### config.mk
export PLATFORM = sky130hd
export DESIGN_NAME = memshare_seq_ctrl_mc
export DESIGN_NICKNAME = d
export VERILOG_FILES = /design/src/rtl/memshare_seq_ctrl_mc.sv
export SDC_FILE = /design/constraint.sdc
export NUM_CORES = 1
export LEC_CHECK = 0
export CAP_MARGIN = 20
export CORE_MARGIN = 8
export CORE_UTILIZATION = 56
export CTS_BUF_LIST = sky130_fd_sc_hd__clkbuf_16
export CTS_CLUSTER_SIZE = 8
export DETAILED_ROUTE_END_ITERATION = 6
export PLACE_DENSITY = 0.75
export SLEW_MARGIN = 25
export SYNTH_ARGS = -nofsm -noshare
export SYNTH_HDL_FRONTEND = slang
export SYNTH_SLANG_ARGS = --single-unit
### constraint.sdc
create_clock -name sys_clk -period 3.8 [get_ports sys_clk]
set_input_delay 1.14 -clock sys_clk [delete_from_list [all_inputs] [get_ports sys_clk]]
set_output_delay 1.14 -clock sys_clk [all_outputs]
set_load 0.05 [all_outputs]
### src/rtl/memshare_seq_ctrl_mc.sv
// Multi-port L1PA shift-sequence controller: each port accepts a request flag and walks a
// linked chain of {last, next, shift} pages held in a shared, programmable register file.
module memshare_seq_ctrl_mc #(
  parameter int unsigned SHARE_GROUP_SIZE = 5,
  parameter int unsigned NUM_PORT         = 2,
  parameter int unsigned SEQ_SIZE         = 4,
  parameter int unsigned SHIFT_BW         = $clog2(SHARE_GROUP_SIZE),
  parameter int unsigned ADDR_W           = SHARE_GROUP_SIZE,
  parameter int unsigned PAGE_W           = 1 + ADDR_W + SHIFT_BW,
  parameter bit          BYPASS_ZERO      = 1'b1
) (
  input  logic                         sys_clk,
  input  logic                         rstn,
  input  logic [NUM_PORT*ADDR_W-1:0]   rqst_flag_i,
  input  logic [NUM_PORT-1:0]          rqst_valid_i,
  output logic [NUM_PORT-1:0]          rqst_ready_o,
  output logic [NUM_PORT*SHIFT_BW-1:0] l1pa_shift_o,
  output logic [NUM_PORT-1:0]          isGtr_o,
  output logic [NUM_PORT-1:0]          shift_valid_o,
  input  logic [NUM_PORT-1:0]          shift_ready_i,
  output logic [NUM_PORT-1:0]          seq_err_o,
  input  logic [ADDR_W-1:0]            regType0_waddr_i,
  input  logic [PAGE_W-1:0]            regType0_wdata_i,
  input  logic                         regType0_we_i
);

  localparam int unsigned PAGE_NUM = 1 << ADDR_W;
  localparam int unsigned STEP_W   = $clog2(SEQ_SIZE + 1);
  localparam logic [STEP_W-1:0] STEP_MAX = STEP_W'(SEQ_SIZE);
  localparam logic [STEP_W-1:0] STEP_ONE = STEP_W'(1);

  typedef struct packed {
    logic                last;
    logic [ADDR_W-1:0]   next;
    logic [SHIFT_BW-1:0] shift;
  } page_t;

  // Reset page doubles as the bypass beat for a zero flag: one shift-0 beat, last set.
  localparam page_t DFLT_PAGE = '{last: 1'b1, next: '0, shift: '0};

  typedef enum logic {IDLE = 1'b0, BUSY = 1'b1} state_t;

  page_t pages_q [PAGE_NUM];

  // Shared page register file; reads elsewhere see the pre-write contents in the write cycle.
  always_ff @(posedge sys_clk or negedge rstn) begin
    if (!rstn) begin
      for (int i = 0; i < int'(PAGE_NUM); i++) pages_q[i] <= DFLT_PAGE;
    end else if (regType0_we_i) begin
      pages_q[regType0_waddr_i] <= page_t'(regType0_wdata_i);
    end
  end

  for (genvar p = 0; p < NUM_PORT; p++) begin : g_port
    state_t              state_q, state_d;
    logic [SHIFT_BW-1:0] shift_q, shift_d;
    logic                last_q, last_d;
    logic [ADDR_W-1:0]   next_q, next_d;
    logic [STEP_W-1:0]   step_q, step_d;
    logic                valid_q, valid_d;
    logic                err_q, err_d;
    logic [ADDR_W-1:0]   flag;
    logic                ready_c, beat_done, ld_en;
    page_t               ld_page;
    logic [STEP_W-1:0]   ld_step;

    assign flag      = rqst_flag_i[p*ADDR_W +: ADDR_W];
    assign beat_done = valid_q & shift_ready_i[p];
    assign ready_c   = (state_q == IDLE) | ((state_q == BUSY) & beat_done & last_q);

    // Next-state: accept/reload, advance along next pointers, or retire to IDLE.
    always_comb begin
      state_d = state_q;
      shift_d = shift_q;
      last_d  = last_q;
      next_d  = next_q;
      step_d  = step_q;
      valid_d = valid_q;
      err_d   = err_q;
      ld_en   = 1'b0;
      ld_page = pages_q[next_q];
      ld_step = (step_q == STEP_MAX) ? step_q : step_q + STEP_ONE;

      if (rqst_valid_i[p] && ready_c) begin
        ld_en   = 1'b1;
        ld_step = STEP_ONE;
        ld_page = (BYPASS_ZERO && (flag == '0)) ? DFLT_PAGE : pages_q[flag];
      end else if ((state_q == BUSY) && beat_done) begin
        if (last_q) begin
          state_d = IDLE;
          valid_d = 1'b0;
        end else begin
          ld_en = 1'b1;
        end
      end

      if (ld_en) begin
        state_d = BUSY;
        valid_d = 1'b1;
        shift_d = ld_page.shift;
        next_d  = ld_page.next;
        step_d  = ld_step;
        last_d  = ld_page.last;
        // Length guard: cut the chain at SEQ_SIZE beats so cyclic pointers cannot hang.
        if ((ld_step == STEP_MAX) && !ld_page.last) begin
          last_d = 1'b1;
          err_d  = 1'b1;
        end
      end
    end

    always_ff @(posedge sys_clk or negedge rstn) begin
      if (!rstn) begin
        state_q <= IDLE;
        shift_q <= '0;
        last_q  <= 1'b0;
        next_q  <= '0;
        step_q  <= '0;
        valid_q <= 1'b0;
        err_q   <= 1'b0;
      end else begin
        state_q <= state_d;
        shift_q <= shift_d;
        last_q  <= last_d;
        next_q  <= next_d;
        step_q  <= step_d;
        valid_q <= valid_d;
        err_q   <= err_d;
      end
    end

    assign rqst_ready_o[p]                      = ready_c;
    assign l1pa_shift_o[p*SHIFT_BW +: SHIFT_BW] = shift_q;
    assign isGtr_o[p]                           = last_q;
    assign shift_valid_o[p]                     = valid_q;
    assign seq_err_o[p]                         = err_q;
  end

endmodule

Yosys cells after proc, flatten, opt, wreduce, memory -nomap -nowiden

Index checks and enable logic that the tools add are counted.

Equality and inequality tests: 6
Add/subtract/negate cells: 2
Muxes and demuxes: 39
Bitwise operators: 15
Magnitude comparators: 6
Reductions and logical operators: 19

Operators by type and width:

| operator            | number |
|---|---|
| $bwmux 288          | 1 |
| $bmux 9 s5          | 4 |
| $mux 9              | 13 |
| $demux 9 s5         | 1 |
| $ge 6x6->1 const B  | 5 |
| $not 5->6           | 5 |
| $mux 1              | 16 |
| $eq 3x3->1 const B  | 4 |
| $mux 3              | 4 |
| $logic_not 5->1     | 2 |
| $reduce_bool 2->1   | 4 |
| $logic_and 1x1->1   | 7 |
| $add 3x1->3 const B | 2 |
| $and 1x1->1         | 6 |
| $lt 6x1->1 const B  | 1 |
| $reduce_and 3->1    | 2 |
| $ne 2x2->1 const B  | 2 |
| $reduce_and 2->1    | 2 |
| $logic_not 1->1     | 2 |
| $not 1->1           | 2 |
| $or 1x1->1          | 2 |

Logic and storage cells: 195
Output and inout port bits: 14
Register bits after elaboration: 316

Logic depth before layout (Yosys ltp)

Word-level depth: 9
Mapped depth: 9
Mapped depth without buffers: 7

Worst setup path before layout

Ideal clock, no wire load.

Kind: in2reg
Start: input rqst_flag_i[5]
End: register g_port[1].next_q[0]
Buffers on the path: 2
Slack: 793 ps
Setup time: 139 ps
Stages: 6
Data arrival time: 2868 ps
Cell sequence: buf_2 buf_2 mux4_2 mux4_2 mux2i_1 o221ai_1

Word-level cells in the longest chain between the ends: 6
Elaborated cells on any way between the ends: 7
Classes of those cells: mux (5); bitwise (1); reduce/logical (1)

RTL lines:

| element                                    | line | RTL |
|---|---|---|
| from (decl)                                | 14   | `input logic [NUM_PORT*ADDR_W-1:0] rqst_flag_i,` |
| $not 5->6 (not written as such)            | 87   | `ld_page = (BYPASS_ZERO && (flag == '0)) ? DFLT_PAGE : pages_q[flag];` |
| $bmux 9 s5                                 | 87   |  |
| $mux 9 (not written as such) (2 in series) | 87   |  |
| $mux 9 (*)                                 | 87   |  |
| $mux 9 (*)                                 | 84   | `if (rqst_valid_i[p] && ready_c) begin` |
| to (signal assigned)                       | 125  | `next_q <= next_d;` |
| to (decl)                                  | 58   | `logic [ADDR_W-1:0] next_q, next_d;` |

Every way passes the cells marked *; elsewhere a longest branch is shown, timed or not. The select of a mux whose other input is x is not followed.
A chain may end at the register's enable or synchronous reset.

Final worst setup path

Start: input shift_ready_i[0]
End: output rqst_ready_o[0]

Word-level cells in the longest chain between the ends: 4

RTL lines:

| element                   | line | RTL |
|---|---|---|
| from (decl)               | 20   | `input logic [NUM_PORT-1:0] shift_ready_i,` |
| $and 1x1->1               | 68   | `assign beat_done = valid_q & shift_ready_i[p];` |
| $and 1x1->1 (2 in series) | 69   | `assign ready_c = (state_q == IDLE) \| ((state_q == BUSY) & beat_done & last_q);` |
| $or 1x1->1                | 69   |  |
| to (decl)                 | 16   | `output logic [NUM_PORT-1:0] rqst_ready_o,` |

Every way passes these cells.

==> results.txt <==
Status = finished clean
Cts hold-fix bufs = 0
Clock Latency Late Sink = 580 ps
Detailed-route DRC error count = 0
Placer's final routability congestion estimate = 1.02
Delay-heaviest family, CP = buffers and inverters
Yosys reg bits = 316
Root Driver = clkbuf_16
Max-slew headroom = 26.4%
CTS Buffer Depth = 3
Setup Skew = 20.5 ps
Share of the synthesized area in the top cell type = 33.1%
Post-synth ARST share = 100%
Worst-path clk slew = 50 ps
IO buf count = 44
Synth area leaders = dfrtp_1, mux4_2, mux2_2, dfstp_2, mux4_1
Period utilization = 83.2%
I/O Pins = 45
Max-Cap Viols = 0
Hold Vio Cnt, Final = 0
Drt via density = 7.63
Router iterations before antenna repair = 6
First-pass GRT wire length = 102000 um
Most frequent cell after synthesis = mux4_2
CTS tree = built
Critical-path cell list = clkdlybuf4s50_1 -> a21bo_2 -> buf_12
Worst VDD drop = 520 uV
Unrepaired setup endpoints after global routing = no
WL/cell = 34.2 um
Register area share after synthesis = 37.0%
Area of the core = 37700 um2
Post-Syn Area = 21500 um2
# diodes = 0
Hold Path Class = reg -> reg
GR Overflow Total = 0
Synth Flop Type = dfrtp_1
WP buf/inv = 2
Clock period minus worst slack = 3160 ps
Slowest-stage cell, CP = clkdlybuf4s50_1
Fmax = 316 MHz
Leak = 9.73 nW
Post_cts resized = 0
Multi-input gate area = 12800 um2
Yosys top cell by area = dfrtp_1
Largest net degree at the start of global routing = 73
Die Wd = 212 um
P&R area growth vs syn = 12.2%
Total Routing Usage GR = 30.9%
Worst path max stage delay = 460 ps
Initial antenna violation count = 1
Rows = 71
Post-DP HPWL = 45000 um
Max-slew violation count = 0
Placed cell area = 22800 um2
H-tree depth = 2
ANT nets after route = 0
Final wirelength = 67900 um
Warnings from Yosys = 0
Design Area, Final = 24100 um2
CTS Buf Count = 45
Crit end category = output port
Cell count after synthesis = 1382
Clock sink count = 316
Share of cells above drive strength 1 = 55.2%
Detailed Route Iter0 Violations = 1767
Initial Utilization = 57.0%
Synth cell types = 50
DR vias = 15100
Vias in the first global route = 15200
Crit path launch type = input port
Die Ht = 212 um
CP max FO = 3
Crit Path Class = in -> out
Worst slew pin tran = 1100 ps
Register area = 7960 um2
Commonest cells in the netlist = mux4_2, mux2_2, dfrtp_1
Crit path arrival time = 2020 ps
Final setup vio count = 0
NumNets Final = 1478
Worst Path Required = 2660 ps
Die area = 44800 um2
Setup bufs post-CTS = 0
Final TNS setup = 0 ps
Synthesized Nets = 1417
Fillers = 2735
Pwr dens = 622 nW/um2
EDFF count, synth = 0
Mean Syn Cell Area = 15.5 um2
final timing paths:
| path | startpoint | depth (start not counted) | slack [ps] | end |
|---|---|---|---|---|
| max | shift_ready_i[0] | 3 | 640 | rqst_ready_o[0] |
| min | g_port[1].err_q$_DFFE_PN0P_ | 1 | 460 | g_port[1].err_q$_DFFE_PN0P_ |
| max reg2reg | g_port[0].next_q[0]$_DFFE_PN0P_ | 5 | 810 | g_port[0].next_q[3]$_DFFE_PN0P_ |
| min reg2reg | g_port[1].err_q$_DFFE_PN0P_ | 1 | 460 | g_port[1].err_q$_DFFE_PN0P_ |
| max in group asynchronous | rstn | 2 | 2440 | pages_q[62]$_DFFE_PN1P_ |
| min in group asynchronous | rstn | 1 | 510 | g_port[0].step_q[0]$_DFFE_PN0P_ |
layout make-up:
class	instances	share of cell area, %
Inverter	7	0.109
Multi-Input combinational cell	923	53.1
Clock buffer	46	4.78
Sequential cell	316	33.1
Tap cell	511	2.66
Clock inverter	29	0.504
Timing Repair Buffer	150	5.76
flip-flops by register name, indices dropped and copies added, names as in the netlist:
register,flops
g_port.err_q,2
g_port.last_q,2
g_port.next_q,10
g_port.shift_q,6
g_port.step_q,6
g_port.valid_q,2
pages_q,288
logic make-up after synthesis:
group                      share of synthesized area (%)
buffers and inverters                               3.34
AOI/OAI and AO/OA                                   2.67
muxes                                               52.8
xor gates and xnor gates                          0.0817
DFF                                                 37.0
and+or+nand+nor                                     3.80
adders and majority gates                          0.233
through the flow:
| step | hold slack (ps) | utilization [%] | setup slack, ps | std cells | power (mW) |
|---|---|---|---|---|---|
| floorplan | 440 | - | 793 | 1382 | 9.50 |
| global placement | 447 | 60.6 | 395 | 1907 | 11.0 |
| detailed placement | 453 | 60.6 | 361 | 1907 | 11.2 |
| CTS | 464 | 64.0 | 635 | 1982 | 14.9 |
| global route | 488 | 63.9 | 617 | 1982 | 15.5 |
| finish | 460 | 63.9 | 639 | 1982 | 15.0 |
power breakdown:
group          switching, mW  internal, mW
combinational           2.50          3.32
clock                   1.51          2.15
sequential              1.35          4.15
total                   5.36          9.62
worst reg2reg max path, delay by kind of cell, from the launching register on:
kind                   cells  cell delay, ps
buffers and inverters      1             480
flip-flops                 1             980
multiplexers               2            1040
AO/OA/AOI/OAI              2             340
layer usage:
| metal | GRT usage [%] | wire length [um] | vias to the layer above |
|---|---|---|---|
| li1 | - | - | 5791 |
| met1 | 40.3 | 24100 | 7846 |
| met2 | 47.0 | 31300 | 1194 |
| met3 | 7.90 | 7850 | 296 |
| met4 | 17.7 | 4610 | 2 |
| met5 | 0 | 12 | - |
placed cells by master (no fill, tap or decap), drive strengths merged, types with 4 or more instances in the layout:
cell type        n
a32oi           13
a22oi           11
dfrtp          284
a21oi           10
o2111ai          6
nand2b          15
clkbuf          46
o21ai            9
o22ai            6
o221ai           9
buf            116
nor3             7
inv             35
ha               4
nand3b          11
nand3           12
nor2            38
mux2           294
clkdlybuf4s50   34
and2             5
mux2i           53
nor2b            6
nor3b            6
nand2           55
mux4           329
dfstp           32
Power figures use the tool's default switching activity.
